<file path="src/rtl/darkbus_arb.sv">
// Two-master arbiter for the darkbus provider: instruction fetch (m0) vs load/store (m1).
// Data side wins ties until a starvation limit; a watchdog ends transactions the provider never completes.

module darkbus_arb #(
    parameter int TIMEOUT    = 255,
    parameter int STARVE_MAX = 4
) (
    input  logic        clk,
    input  logic        res,
    input  logic        m0_en,
    input  logic        m0_rw,
    input  logic [3:0]  m0_be,
    input  logic [31:0] m0_addr,
    input  logic [31:0] m0_wdata,
    output logic [31:0] m0_rdata,
    output logic        m0_valid,
    input  logic        m1_en,
    input  logic        m1_rw,
    input  logic [3:0]  m1_be,
    input  logic [31:0] m1_addr,
    input  logic [31:0] m1_wdata,
    output logic [31:0] m1_rdata,
    output logic        m1_valid,
    output logic        s_en,
    output logic        s_rw,
    output logic [3:0]  s_be,
    output logic [31:0] s_addr,
    output logic [31:0] s_wdata,
    input  logic [31:0] s_rdata,
    input  logic        s_valid,
    output logic        owner,
    output logic        busy,
    output logic        tmo
);

    localparam int ST_W      = $clog2(STARVE_MAX + 1);
    localparam int WD_W      = (TIMEOUT > 1) ? $clog2(TIMEOUT) : 1;
    localparam int WD_LAST_I = (TIMEOUT > 0) ? (TIMEOUT - 1) : 0;
    localparam logic [ST_W-1:0] ST_MAX  = ST_W'(STARVE_MAX);
    localparam logic [WD_W-1:0] WD_LAST = WD_W'(WD_LAST_I);
    localparam logic            WD_ON   = (TIMEOUT > 0);

    typedef enum logic [0:0] {
        ST_IDLE = 1'b0,
        ST_BUSY = 1'b1
    } state_t;

    state_t            state_r;
    state_t            state_s;
    logic [ST_W-1:0]   streak_r;
    logic [WD_W-1:0]   wd_r;
    logic              owner_r;
    logic              s_en_r;
    logic              s_rw_r;
    logic [3:0]        s_be_r;
    logic [31:0]       s_addr_r;
    logic [31:0]       s_wdata_r;

    logic              req_s;
    logic              grant_m1_s;
    logic              done_s;
    logic              wd_exp_s;
    logic              finish_s;
    logic [31:0]       rsp_data_s;

    // m1 keeps priority on a tie only while m0 has not yet been passed over STARVE_MAX times
    assign req_s      = m0_en | m1_en;
    assign grant_m1_s = m1_en & (~m0_en | (streak_r != ST_MAX));
    assign done_s     = (state_r == ST_BUSY) & s_valid;
    assign wd_exp_s   = WD_ON & (state_r == ST_BUSY) & ~s_valid & (wd_r == WD_LAST);
    assign finish_s   = done_s | wd_exp_s;

    assign s_en    = s_en_r;
    assign s_rw    = s_rw_r;
    assign s_be    = s_be_r;
    assign s_addr  = s_addr_r;
    assign s_wdata = s_wdata_r;
    assign owner   = owner_r;

    // FSM state register
    always_ff @(posedge clk) begin
        if (!res) begin
            state_r <= ST_IDLE;
        end else begin
            state_r <= state_s;
        end
    end

    // FSM next-state decode
    always_comb begin
        state_s = state_r;
        case (state_r)
            ST_IDLE: begin
                if (req_s) begin
                    state_s = ST_BUSY;
                end else begin
                    state_s = ST_IDLE;
                end
            end
            ST_BUSY: begin
                if (finish_s) begin
                    state_s = ST_IDLE;
                end else begin
                    state_s = ST_BUSY;
                end
            end
            default: state_s = ST_IDLE;
        endcase
    end

    // Provider request registers: latched from the winner on grant, held for the whole transaction
    always_ff @(posedge clk) begin
        if (!res) begin
            s_en_r    <= 1'b0;
            s_rw_r    <= 1'b0;
            s_be_r    <= 4'b0000;
            s_addr_r  <= 32'h0000_0000;
            s_wdata_r <= 32'h0000_0000;
            owner_r   <= 1'b0;
        end else if ((state_r == ST_IDLE) && req_s) begin
            s_en_r    <= 1'b1;
            s_rw_r    <= grant_m1_s ? m1_rw    : m0_rw;
            s_be_r    <= grant_m1_s ? m1_be    : m0_be;
            s_addr_r  <= grant_m1_s ? m1_addr  : m0_addr;
            s_wdata_r <= grant_m1_s ? m1_wdata : m0_wdata;
            owner_r   <= grant_m1_s;
        end else if (finish_s) begin
            s_en_r    <= 1'b0;
        end else begin
            s_en_r    <= s_en_r;
        end
    end

    // Starvation streak: counts m1 grants that bypassed a pending m0
    always_ff @(posedge clk) begin
        if (!res) begin
            streak_r <= '0;
        end else if ((state_r == ST_IDLE) && req_s) begin
            if (grant_m1_s && m0_en) begin
                streak_r <= (streak_r == ST_MAX) ? streak_r : (streak_r + ST_W'(1'b1));
            end else begin
                streak_r <= '0;
            end
        end else begin
            streak_r <= streak_r;
        end
    end

    // Watchdog: zero in the first BUSY cycle, advances each BUSY cycle that does not finish
    always_ff @(posedge clk) begin
        if (!res) begin
            wd_r <= '0;
        end else if ((state_r == ST_BUSY) && !finish_s) begin
            wd_r <= wd_r + WD_W'(1'b1);
        end else begin
            wd_r <= '0;
        end
    end

    // Completion routing to the owner; a timeout returns all-ones as read data
    always_comb begin
        m0_valid   = 1'b0;
        m1_valid   = 1'b0;
        m0_rdata   = 32'h0000_0000;
        m1_rdata   = 32'h0000_0000;
        rsp_data_s = s_valid ? s_rdata : 32'hFFFF_FFFF;
        busy       = (state_r == ST_BUSY);
        tmo        = wd_exp_s;
        if (finish_s) begin
            if (owner_r) begin
                m1_valid = 1'b1;
                m1_rdata = rsp_data_s;
            end else begin
                m0_valid = 1'b1;
                m0_rdata = rsp_data_s;
            end
        end else begin
            m0_valid = 1'b0;
            m1_valid = 1'b0;
        end
    end

    darkbus_arb_chk u_chk (
        .clk      (clk),
        .res      (res),
        .m0_valid (m0_valid),
        .m1_valid (m1_valid),
        .m0_rdata (m0_rdata),
        .m1_rdata (m1_rdata),
        .s_en     (s_en),
        .busy     (busy),
        .tmo      (tmo)
    );

endmodule

// Protocol invariants of the arbiter outputs.
module darkbus_arb_chk (
    input  logic        clk,
    input  logic        res,
    input  logic        m0_valid,
    input  logic        m1_valid,
    input  logic [31:0] m0_rdata,
    input  logic [31:0] m1_rdata,
    input  logic        s_en,
    input  logic        busy,
    input  logic        tmo
);

    a_one_valid: assert property (@(posedge clk) disable iff (!res) !(m0_valid && m1_valid))
        else $error("both completion strobes high");
    a_sen_busy: assert property (@(posedge clk) disable iff (!res) (s_en == busy))
        else $error("s_en disagrees with busy");
    a_tmo_busy: assert property (@(posedge clk) disable iff (!res) (tmo |-> busy))
        else $error("tmo outside BUSY");
    a_m0_quiet: assert property (@(posedge clk) disable iff (!res) (!m0_valid |-> (m0_rdata == 32'h0000_0000)))
        else $error("m0_rdata nonzero without valid");
    a_m1_quiet: assert property (@(posedge clk) disable iff (!res) (!m1_valid |-> (m1_rdata == 32'h0000_0000)))
        else $error("m1_rdata nonzero without valid");

endmodule

</file>
<file path="config.mk">
export PLATFORM = sky130hd
export DESIGN_NAME = darkbus_arb
export DESIGN_NICKNAME = d
export VERILOG_FILES = /design/src/rtl/darkbus_arb.sv
export SDC_FILE = /design/constraint.sdc
export NUM_CORES = 1
export LEC_CHECK = 0
export ABC_AREA = 1
export CORE_MARGIN = 4
export CORE_UTILIZATION = 38
export DETAILED_ROUTE_END_ITERATION = 10
export GPL_ROUTABILITY_DRIVEN = 0
export PLACE_DENSITY = 0.84
export SYNTH_ARGS = -nofsm -noshare
export SYNTH_HDL_FRONTEND = slang
export SYNTH_SLANG_ARGS = --single-unit
</file>
<file path="constraint.sdc">
create_clock -name clk -period 1.6 [get_ports clk]
set_clock_uncertainty 0.05 [all_clocks]
set_input_delay 0.32 -clock clk [delete_from_list [all_inputs] [get_ports clk]]
set_output_delay 0.32 -clock clk [all_outputs]
set_load 0.02 [all_outputs]
</file>
==> flow_summary.rst, run 1 <==
.. list-table::
   :header-rows: 1

   * - Metric
     - Value
   * - Total buffers and inverters traversed by the critical path
     - 5
   * - Clock sinks
     - 83
   * - Cell types with the largest area share after synthesis
     - sky130_fd_sc_hd__dfxtp_1, sky130_fd_sc_hd__nand2_1, sky130_fd_sc_hd__nor2_1
   * - Internal power summed over all cells
     - 4.91 mW
   * - Vertical extent of the die
     - 126 microns
   * - Footprint of the multi-input gates
     - 3800 sq um
   * - Start-to-end type of the worst setup path
     - in2out
   * - Clock transition time at the flip-flop clock pins of the worst setup and hold paths
     - 0.06 ns
   * - Number of buffers inserted during clock tree synthesis
     - 9
   * - Type of the tightest min-delay check
     - in2reg
   * - Number of fillers in the final layout
     - 1038
   * - Synthesized Nets
     - 994
   * - Core Area
     - 13400 sq um
   * - Unrepaired setup endpoints after global routing
     - yes
   * - Mean instance size in the synthesized netlist
     - 6.45 sq um
   * - Slowest Stage Delay on Critical Path
     - 0.43 ns
   * - Top cell type by total area after synthesis
     - sky130_fd_sc_hd__dfxtp_1
   * - Proportion of netlist area held by the largest area contributor
     - 31.6%
   * - Measured slew at the worst slew-check pin
     - 0.536 ns
   * - Final Worst Setup Slack
     - -0.513 ns
   * - Leakage power summed over all cells
     - 4.42 nW
   * - Routed wire length
     - 21800 microns
   * - Category of the worst setup path capture point
     - primary output
   * - Final Max Tran Viols
     - 0
   * - Pre-CTS setup slack
     - -0.964 ns
   * - Failing checks
     - negative setup slack
   * - Average wire per cell in the routed design
     - 16.6 microns
   * - Number of instances in the synthesized netlist
     - 815
   * - Global routing usage summed across all routing layers
     - 24.4%
   * - Unique masters post-synth
     - 25
   * - Top library cells by usage in the layout, fill and taps aside
     - sky130_fd_sc_hd__clkdlybuf4s50_1, sky130_fd_sc_hd__nor2_1, sky130_fd_sc_hd__nand2_1
   * - Number of warnings printed during yosys synthesis
     - 0
   * - Starting utilization of the core area
     - 39.2%
   * - Commonest non-fill, non-tap cell in the layout
     - sky130_fd_sc_hd__clkdlybuf4s50_1
   * - Post-detailed-route via-to-cell ratio
     - 5.11
   * - Status
     - finished, violations left
   * - Post-synthesis register bit count
     - 83
   * - Clock network fraction of total power
     - 31.8%
   * - Combinational share of power
     - 35.2%
   * - Mapped Area
     - 5260 sq um
   * - Routed vias
     - 6705
   * - Overflow after GRT
     - 0
   * - Sequential fraction of the synthesis area
     - 31.6%
   * - Arrival time worst endpoint
     - 1.74 ns
   * - R2r setup slk
     - 0.06 ns
   * - CP Launch Type
     - input port
   * - Ordered list of cells on the worst path
     - clkdlybuf4s50_1 -> inv_2 -> nand2_2 -> nor2_4 -> nand2_4 -> buf_6 -> buf_16 -> a21oi_2 -> buf_4
   * - Area added between synthesis and finish
     - 90.2%
   * - Die outline width
     - 126 microns
   * - Worst min-delay path startpoint
     - res
   * - Relative slew slack
     - 64.1%
   * - Maximum count of clock buffers along a single path
     - 2
   * - Die area
     - 15800 sq um
   * - Fin crit period
     - 2.11 ns
   * - Number of setup violations in the final report
     - 67
   * - Htree depth
     - 3
   * - Largest net degree at the start of global routing
     - 92
   * - Insertion delay to the later sink of the worst-skew pair
     - 0.33 ns
   * - Antenna Nets Post-Route
     - 0
   * - Via count of the first global-routing pass
     - 6304
   * - R2R cell count
     - 10
   * - Count of nets after finishing
     - 1309
   * - Top fanout value on the critical path
     - 8
   * - Setup TNS Final
     - -29.65 ns
   * - Share of post-route cells with drive strength above 1
     - 26.1%
   * - Antenna violations before repair
     - 0
   * - Number of buffers added to fix hold violations after cts
     - 0
   * - Kind of cell adding the most delay to the critical path
     - buffers and inverters
   * - Pre-antenna DRT Iters
     - 4
   * - Sequential group share of total power
     - 33.0%
   * - Switching share of power
     - 31.6%
   * - Final Hold Violating Endpoints
     - 0
   * - Count of buffers from port buffering
     - 313
   * - Power dissipated by switching net loads
     - 2.27 mW
   * - Max-cap check violation count
     - 0
   * - Register Area
     - 1670 sq um
   * - HPWL Detailed
     - 14900 microns
   * - Final critical-path share of the clock period
     - 132%
   * - Ports placed on the boundary
     - 314
   * - Power Density
     - 717 nW/um^2
   * - End-of-flow core utilization
     - 74.6%
   * - DRC errors left
     - 0
   * - Total number of placement rows
     - 42
   * - Achievable Freq
     - 0.473 GHz
   * - Clock tree from TritonCTS
     - built
   * - Worst ir drop on vdd
     - 0.442 mV
   * - Worst hold slack after final layout
     - 0.296 ns
   * - Reg-to-Reg Start
     - streak_r[0]
   * - Starting DRT DRC Count
     - 209
   * - Crit path required time
     - 1.23 ns
   * - Cell at the slowest stage of the critical path
     - sky130_fd_sc_hd__clkdlybuf4s50_1
   * - Cells on Worst Hold Path
     - 3
   * - Wire length of the first global-routing pass
     - 31900 microns
   * - Ant diodes
     - 0
   * - Root buffer selected by CTS
     - sky130_fd_sc_hd__clkbuf_16
   * - End of the worst register-to-register path
     - s_wdata[5]
   * - End point of the most critical hold path
     - streak_r[1]
[power groups by stage]
stage | Clock (mW) | Combinational (mW) | Sequential [mW]
after floorplan | 0 | 1.08 | 2.66
after global placement | 0 | 2.53 | 2.41
after detailed placement | 0 | 2.56 | 2.42
after CTS | 2.32 | 2.47 | 2.37
after global routing | 2.40 | 2.72 | 2.39
final | 2.28 | 2.52 | 2.37
[Yosys cell counts]
master	count
sky130_fd_sc_hd__dfxtp_1	83
sky130_fd_sc_hd__inv_1	8
sky130_fd_sc_hd__or2_2	32
sky130_fd_sc_hd__nor2_1	151
sky130_fd_sc_hd__buf_6	13
sky130_fd_sc_hd__nand2_1	154
sky130_fd_sc_hd__a21oi_1	63
sky130_fd_sc_hd__nand2_2	3
sky130_fd_sc_hd__o21ai_0	30
sky130_fd_sc_hd__o21ai_1	41
sky130_fd_sc_hd__ha_1	4
sky130_fd_sc_hd__a21boi_0	68
sky130_fd_sc_hd__nand4_1	3
sky130_fd_sc_hd__buf_2	18
sky130_fd_sc_hd__buf_1	6
sky130_fd_sc_hd__clkbuf_1	40
sky130_fd_sc_hd__a21boi_1	1
sky130_fd_sc_hd__nand3b_1	3
sky130_fd_sc_hd__nand3_1	74
sky130_fd_sc_hd__nor2_2	1
sky130_fd_sc_hd__xor2_1	2
sky130_fd_sc_hd__nand3_2	1
sky130_fd_sc_hd__a21oi_2	9
sky130_fd_sc_hd__inv_2	6
sky130_fd_sc_hd__xnor2_1	1
[layout make-up]
| type | instances | area share (%) |
|---|---|---|
| Clock buffer | 11 | 2.53 |
| Clock inverter | 5 | 0.751 |
| Inverter | 14 | 0.600 |
| Multi-Input combinational cell | 642 | 38.0 |
| Sequential cell | 83 | 16.7 |
| Tap cell | 176 | 2.20 |
| Timing Repair Buffer | 380 | 39.3 |
[sequential cells by signal, indices dropped and copies added (netlist names)]
name	flops
busy	1
s_en	1
wd_r	8
s_wdata	32
s_rw	1
s_be	4
streak_r	3
owner	1
s_addr	32
[worst max path at each step]
stage / startpoint / depth (start not counted) / slack [ns] / to
detailed placement: s_valid / 8 / -0.96 / m0_rdata[15]
global route: wd_r[0] / 9 / -0.57 / m1_rdata[12]
global placement: s_valid / 8 / -0.91 / m0_rdata[2]
CTS: wd_r[0] / 9 / -0.49 / m1_rdata[6]
finish: s_valid / 9 / -0.51 / m1_rdata[6]
floorplan: wd_r[0] / 8 / -0.05 / m0_rdata[23]
[worst min-delay path, cell delays in order]
cell and delay [ns]:
sky130_fd_sc_hd__buf_2 0.12, sky130_fd_sc_hd__inv_1 0.10, sky130_fd_sc_hd__nor2_1 0.10
[per-stage QoR]
stage	total power [mW]	instance area, sq um	std cells
4_1_cts	7.16	9670	1303
6_report	7.18	10000	1311
2_1_floorplan	3.74	5740	815
3_5_place_dp	4.98	9250	1278
5_1_grt	7.51	10000	1311
3_3_place_gp	4.94	9250	1278
[repair_timing]
action / in CTS / in global routing
buffers inserted: 4 / 5
pin swaps: 7 / 9
gates resized for setup: 459 / 51
setup endpoints to repair: 142 / 111
cloned: 5 / 5
[metal layers]
metal,GRT usage [%],up-vias,share of wire [%]
li1,-,3320,-
met1,27.3,3058,39
met2,44.3,281,50
met3,7.32,46,7.9
met4,7.91,0,2.8
met5,0,-,0
[cell families (layout without fill, tap and decap cells)]
logic type | Yosys count | in the layout | synth area share (%)
and+or+nand+nor | 422 | 423 | 34.1
DFF | 83 | 83 | 31.6
xor gates and xnor gates | 3 | 3 | 0.500
buffers and inverters | 91 | 410 | 8.78
adders and majority gates | 4 | 4 | 0.952
AOI/OAI and AO/OA | 212 | 212 | 24.1
(Power assumes the default switching activity.)
==> inputs of run 2 (changes only) <==
--- a/config.mk
+++ b/config.mk
@@ -12,5 +12,7 @@
 export GPL_ROUTABILITY_DRIVEN = 0
 export PLACE_DENSITY = 0.84
+export REMOVE_ABC_BUFFERS = 1
 export SYNTH_ARGS = -nofsm -noshare
 export SYNTH_HDL_FRONTEND = slang
 export SYNTH_SLANG_ARGS = --single-unit
+export TNS_END_PERCENT = 10
==> constraint.sdc (replaced) <==
create_clock -name clk -period 1.6 [get_ports clk]
set_clock_uncertainty 0.05 [all_clocks]
set_input_delay 0.24 -clock clk [delete_from_list [all_inputs] [get_ports clk]]
set_output_delay 0.24 -clock clk [all_outputs]
set_load 0.02 [all_outputs]
==> flow_summary.rst, run 2 (synthesized netlist as in run 1, its figures left out) <==
.. list-table::
   :header-rows: 1

   * - Metric
     - Value
   * - Measured slew at the worst slew-check pin
     - 0.567 ns
   * - Maximum count of clock buffers along a single path
     - 2
   * - Starting DRT DRC Count
     - 263
   * - Top library cells by usage in the layout, fill and taps aside
     - sky130_fd_sc_hd__clkdlybuf4s50_1, sky130_fd_sc_hd__nand2_1, sky130_fd_sc_hd__nor2_1
   * - Root buffer selected by CTS
     - sky130_fd_sc_hd__clkbuf_16
   * - Unrepaired setup endpoints after global routing
     - yes
   * - Ports placed on the boundary
     - 314
   * - Starting utilization of the core area
     - 39.2%
   * - Achievable Freq
     - 0.490 GHz
   * - Ant diodes
     - 0
   * - Worst hold slack after final layout
     - 0.280 ns
   * - Core Area
     - 13400 sq um
   * - Final Hold Violating Endpoints
     - 0
   * - Pre-antenna DRT Iters
     - 4
   * - Post-detailed-route via-to-cell ratio
     - 5.04
   * - Final critical-path share of the clock period
     - 127%
   * - Largest net degree at the start of global routing
     - 142
   * - Count of buffers from port buffering
     - 313
   * - Fin crit period
     - 2.04 ns
   * - Overflow after GRT
     - 0
   * - Clock transition time at the flip-flop clock pins of the worst setup and hold paths
     - 0.06 ns
   * - Relative slew slack
     - 62.2%
   * - Die area
     - 15800 sq um
   * - Final Max Tran Viols
     - 0
   * - Htree depth
     - 3
   * - CP Launch Type
     - flip-flop
   * - Setup TNS Final
     - -23.77 ns
   * - Status
     - finished, violations left
   * - Share of post-route cells with drive strength above 1
     - 19.5%
   * - Number of setup violations in the final report
     - 67
   * - Final Worst Setup Slack
     - -0.440 ns
   * - Max-cap check violation count
     - 0
   * - Commonest non-fill, non-tap cell in the layout
     - sky130_fd_sc_hd__clkdlybuf4s50_1
   * - Slowest Stage Delay on Critical Path
     - 0.32 ns
   * - Power Density
     - 745 nW/um^2
   * - Number of buffers inserted during clock tree synthesis
     - 9
   * - Total number of placement rows
     - 42
   * - Crit path required time
     - 1.31 ns
   * - Routed wire length
     - 20000 microns
   * - Area added between synthesis and finish
     - 75.2%
   * - Clock sinks
     - 83
   * - Start-to-end type of the worst setup path
     - reg2out
   * - Total buffers and inverters traversed by the critical path
     - 4
   * - Insertion delay to the later sink of the worst-skew pair
     - 0.33 ns
   * - Ordered list of cells on the worst path
     - inv_2 -> ha_4 -> nand3_4 -> nor2_4 -> nand2_4 -> buf_16 -> buf_12 -> a21oi_2 -> buf_4
   * - Worst ir drop on vdd
     - 0.513 mV
   * - Routed vias
     - 6484
   * - Antenna Nets Post-Route
     - 0
   * - Category of the worst setup path capture point
     - primary output
   * - HPWL Detailed
     - 13800 microns
   * - Type of the tightest min-delay check
     - in2reg
   * - Antenna violations before repair
     - 0
   * - Arrival time worst endpoint
     - 1.75 ns
   * - Register Area
     - 1660 sq um
   * - Vertical extent of the die
     - 126 microns
   * - Global routing usage summed across all routing layers
     - 23.5%
   * - Kind of cell adding the most delay to the critical path
     - buffers and inverters
   * - Footprint of the multi-input gates
     - 3360 sq um
   * - Via count of the first global-routing pass
     - 6062
   * - Count of nets after finishing
     - 1286
   * - Wire length of the first global-routing pass
     - 30500 microns
   * - Failing checks
     - negative setup slack
   * - Top fanout value on the critical path
     - 8
   * - Number of fillers in the final layout
     - 1083
   * - Leakage power summed over all cells
     - 4.47 nW
   * - DRC errors left
     - 0
   * - Die outline width
     - 126 microns
   * - Cell at the slowest stage of the critical path
     - sky130_fd_sc_hd__dfxtp_2
   * - Average wire per cell in the routed design
     - 15.5 microns
   * - Clock tree from TritonCTS
     - built
-- run 2: cell types whose count changed in the layout (fill, tap and decap cells not counted), sizes merged, moves of 2 or more --
cell and change:
buf -17, clkbuf -2, clkdlybuf4s50 +17, clkinv -3, dlygate4sd2 -51, dlymetal6s2s +35, clkdlybuf4s15 -2
-- run 2: layout make-up --
type | count | share of cell area, %
flip-flops and latches | 83 | 18.1
multi-input cells | 641 | 36.4
inverters | 14 | 0.598
repair buffers | 358 | 39.2
well taps | 176 | 2.39
clock inverters | 2 | 0.380
clock buffers | 12 | 2.89
-- run 2: path summary, 6_finish.rpt --
| kind | startpoint | end | slack (ns) | cells past startpoint |
|---|---|---|---|---|
| worst min-delay path | res | s_wdata[8] | 0.28 | 3 |
| worst max register to register | wd_r[0] | wd_r[6] | 0 | 10 |
| worst max-delay path | wd_r[0] | m0_rdata[12] | -0.44 | 9 |
| worst min register to register | s_be[0] | s_be[0] | 0.46 | 2 |
-- run 2: worst reg2reg max path, stage by stage, from the launching register on --
cell	delay, ns
sky130_fd_sc_hd__dfxtp_2	0.32
sky130_fd_sc_hd__inv_2	0.07
sky130_fd_sc_hd__ha_4	0.14
sky130_fd_sc_hd__nand3_4	0.07
sky130_fd_sc_hd__nor2_4	0.11
sky130_fd_sc_hd__nand2_4	0.11
sky130_fd_sc_hd__buf_16	0.18
sky130_fd_sc_hd__buf_12	0.15
sky130_fd_sc_hd__buf_4	0.16
sky130_fd_sc_hd__nand2_8	0.08
sky130_fd_sc_hd__a21oi_1	0.05
-- run 2: layer usage --
layer | global-route usage [%] | vias to the layer above | wire length, microns
met5 | 0 | - | 0
met3 | 7.32 | 39 | 1990
met2 | 43.1 | 259 | 10100
met1 | 24.9 | 2925 | 7270
li1 | - | 3261 | -
met4 | 9.44 | 0 | 602
-- run 2: report_power, final --
group / internal, mW / switching (mW) / total (mW)
Combinational: 1.16 / 1.22 / 2.38
Clock: 1.32 / 0.795 / 2.11
Sequential: 2.27 / 0.0950 / 2.37
-- run 2: timing repair --
item | CTS | global route
setup buffers | 5 | 0
pin swaps | 5 | 6
hold buffers | 0 | 0
setup endpoints to repair | 89 | 132
cloned | 2 | 0
resized for setup | 400 | 69
-- run 2: metrics by stage --
step                instances  worst slack (ns)  util [%]  instance area, sq um  total power [mW]
CTS                      1286            -0.471      67.2                  9000              6.91
global placement         1265            -0.724      64.3                  8620              4.78
finish                   1286            -0.440      68.7                  9210              6.86
global route             1286            -0.510      68.7                  9210              7.21
detailed placement       1265            -0.780      64.3                  8620              4.81
floorplan                 738            -0.917         -                  4850              3.48
==> inputs of run 3 (changes only) <==
REMOVE_ABC_BUFFERS = not set   (was 1)
==> flow_summary.rst, run 3 (synthesized netlist as in run 1, its figures left out) <==
.. list-table::
   :header-rows: 1

   * - Metric
     - Value
   * - Insertion delay to the later sink of the worst-skew pair
     - 0.32 ns
   * - Post-detailed-route via-to-cell ratio
     - 4.95
   * - End point of the most critical hold path
     - owner
   * - Total number of placement rows
     - 42
   * - Routed wire length
     - 19600 microns
   * - Achievable Freq
     - 0.512 GHz
   * - Antenna Nets Post-Route
     - 0
   * - Category of the worst setup path capture point
     - primary output
   * - Pre-antenna DRT Iters
     - 4
   * - Cells on Worst Hold Path
     - 3
   * - Top library cells by usage in the layout, fill and taps aside
     - sky130_fd_sc_hd__clkdlybuf4s50_1, sky130_fd_sc_hd__nand2_1, sky130_fd_sc_hd__nor2_1
   * - Ports placed on the boundary
     - 314
   * - Max-cap check violation count
     - 0
   * - Wire length of the first global-routing pass
     - 29100 microns
   * - Area added between synthesis and finish
     - 76.7%
   * - Clock tree from TritonCTS
     - built
   * - Type of the tightest min-delay check
     - in2reg
   * - Die outline width
     - 126 microns
   * - Core Area
     - 13400 sq um
   * - Antenna violations before repair
     - 1
   * - Arrival time worst endpoint
     - 1.66 ns
   * - End of the worst register-to-register path
     - s_wdata[10]
   * - Relative slew slack
     - 69.7%
   * - HPWL Detailed
     - 14200 microns
   * - R2r setup slk
     - 0.10 ns
   * - Routed vias
     - 6394
   * - Via count of the first global-routing pass
     - 5752
   * - Root buffer selected by CTS
     - sky130_fd_sc_hd__clkbuf_16
   * - Worst ir drop on vdd
     - 0.517 mV
   * - DRC errors left
     - 0
   * - Number of buffers inserted during clock tree synthesis
     - 9
   * - Post-route total power
     - 6.88 mW
   * - Sequential group share of total power
     - 34.4%
   * - Final critical-path share of the clock period
     - 122%
   * - R2R cell count
     - 7
   * - Count of nets after finishing
     - 1290
   * - Average wire per cell in the routed design
     - 15.2 microns
   * - Final Worst Setup Slack
     - -0.353 ns
   * - Clock transition time at the flip-flop clock pins of the worst setup and hold paths
     - 0.06 ns
   * - Worst hold slack after final layout
     - 0.215 ns
   * - Measured slew at the worst slew-check pin
     - 0.454 ns
   * - Status
     - finished, violations left
   * - Largest net degree at the start of global routing
     - 117
   * - Global routing usage summed across all routing layers
     - 22.2%
   * - Count of placed standard cells including taps
     - 1272
   * - Switching share of power
     - 31.1%
   * - Failing checks
     - negative setup slack
   * - Top fanout value on the critical path
     - 10
   * - Number of setup violations in the final report
     - 67
   * - Count of placed standard cells in the final layout, fillers left out
     - 1293
   * - Crit path required time
     - 1.31 ns
   * - Kind of cell adding the most delay to the critical path
     - buffers and inverters
   * - Start-to-end type of the worst setup path
     - reg2out
   * - Clock sinks
     - 83
   * - Leakage power summed over all cells
     - 4.47 nW
   * - Final Max Tran Viols
     - 0
   * - Clock network fraction of total power
     - 30.6%
   * - Power Density
     - 741 nW/um^2
   * - Share of post-route cells with drive strength above 1
     - 21.4%
   * - Die area
     - 15800 sq um
   * - Internal power summed over all cells
     - 4.74 mW
   * - Starting DRT DRC Count
     - 248
   * - Htree depth
     - 3
   * - Maximum count of clock buffers along a single path
     - 2
   * - Ordered list of cells on the worst path
     - inv_2 -> ha_4 -> nand3_4 -> nor2_4 -> nand2_4 -> clkbuf_16 -> a21oi_1 -> buf_4
   * - Starting utilization of the core area
     - 39.2%
   * - Vertical extent of the die
     - 126 microns
   * - Fin crit period
     - 1.95 ns
   * - Commonest non-fill, non-tap cell in the layout
     - sky130_fd_sc_hd__clkdlybuf4s50_1
   * - Number of buffers added to fix hold violations after cts
     - 0
   * - Total buffers and inverters traversed by the critical path
     - 3
   * - Power dissipated by switching net loads
     - 2.14 mW
   * - Unrepaired setup endpoints after global routing
     - yes
   * - Slowest Stage Delay on Critical Path
     - 0.32 ns
   * - Worst min-delay path startpoint
     - res
   * - Combinational share of power
     - 35.0%
   * - Cell at the slowest stage of the critical path
     - sky130_fd_sc_hd__dfxtp_2
   * - CP Launch Type
     - flip-flop
   * - Final Hold Violating Endpoints
     - 0
   * - Overflow after GRT
     - 0
   * - Reg-to-Reg Start
     - streak_r[0]
   * - Count of buffers from port buffering
     - 313
run 3: cell count changes in the layout (fill, tap and decap cells not counted), sizes merged:
cell           change
buf                +2
clkbuf             +1
clkdlybuf4s50      +6
clkinvlp           +2
diode              +2
dlygate4sd2        -6
run 3: what timing repair did:
action / in CTS / in global routing
cloned: 0 / 4
setup endpoints to repair: 82 / 135
setup buffers: 0 / 0
gates resized for setup: 360 / 104
pin swaps: 0 / 4
run 3: through the flow:
step	util (%)	setup slack [ns]	setup TNS, ns	cell area [sq um]
6_report	69.3	-0.353	-20.69	9290
5_1_grt	69.3	-0.434	-26.56	9290
4_1_cts	66.2	-0.380	-22.47	8870
3_5_place_dp	65.1	-0.729	-51.53	8720
3_3_place_gp	65.1	-0.691	-50.78	8720
2_1_floorplan	-	-0.0931	-3.22	5280
run 3: worst max-delay path by stage:
stage / startpoint / end / cells past startpoint
after floorplan: owner / m1_rdata[28] / 4
after global placement: s_valid / m1_rdata[15] / 8
after detailed placement: s_valid / m1_rdata[12] / 8
after CTS: wd_r[0] / m1_rdata[12] / 8
after global routing: wd_r[0] / m0_rdata[15] / 8
final: wd_r[0] / m0_rdata[10] / 8
run 3: power by group through the flow:
stage	clock (mW)	sequential, mW	combinational, mW
5_1_grt	2.23	2.39	2.60
3_3_place_gp	0	2.41	2.40
3_5_place_dp	0	2.42	2.42
6_report	2.10	2.37	2.41
2_1_floorplan	0	2.66	0.972
4_1_cts	2.15	2.37	2.39
run 3: area by class of cell:
type                       instances  area, sq um
inverter                          14         55.1
timing repair buffer             362         3660
sequential                        83         1660
clock inverter                     4         50.0
antenna                            2         5.00
fill                            1118         4110
tap                              176          220
multi-input combinational        641         3390
clock buffer                      11          253
run 3: layer usage:
layer / wire, microns / part of all wire (%) / global-route usage [%] / vias up
met2: 9840 / 50 / 39.8 / 254
li1: - / - / - / 3274
met4: 573 / 2.9 / 9.12 / 0
met1: 7410 / 38 / 24.0 / 2829
met3: 1780 / 9.1 / 7.49 / 37
met5: 0 / 0 / 0 / -
run 3: worst min-delay path, stage by stage:
cell and delay [ns]:
sky130_fd_sc_hd__buf_2 0.13, sky130_fd_sc_hd__inv_1 0.12, sky130_fd_sc_hd__a21oi_1 0.05
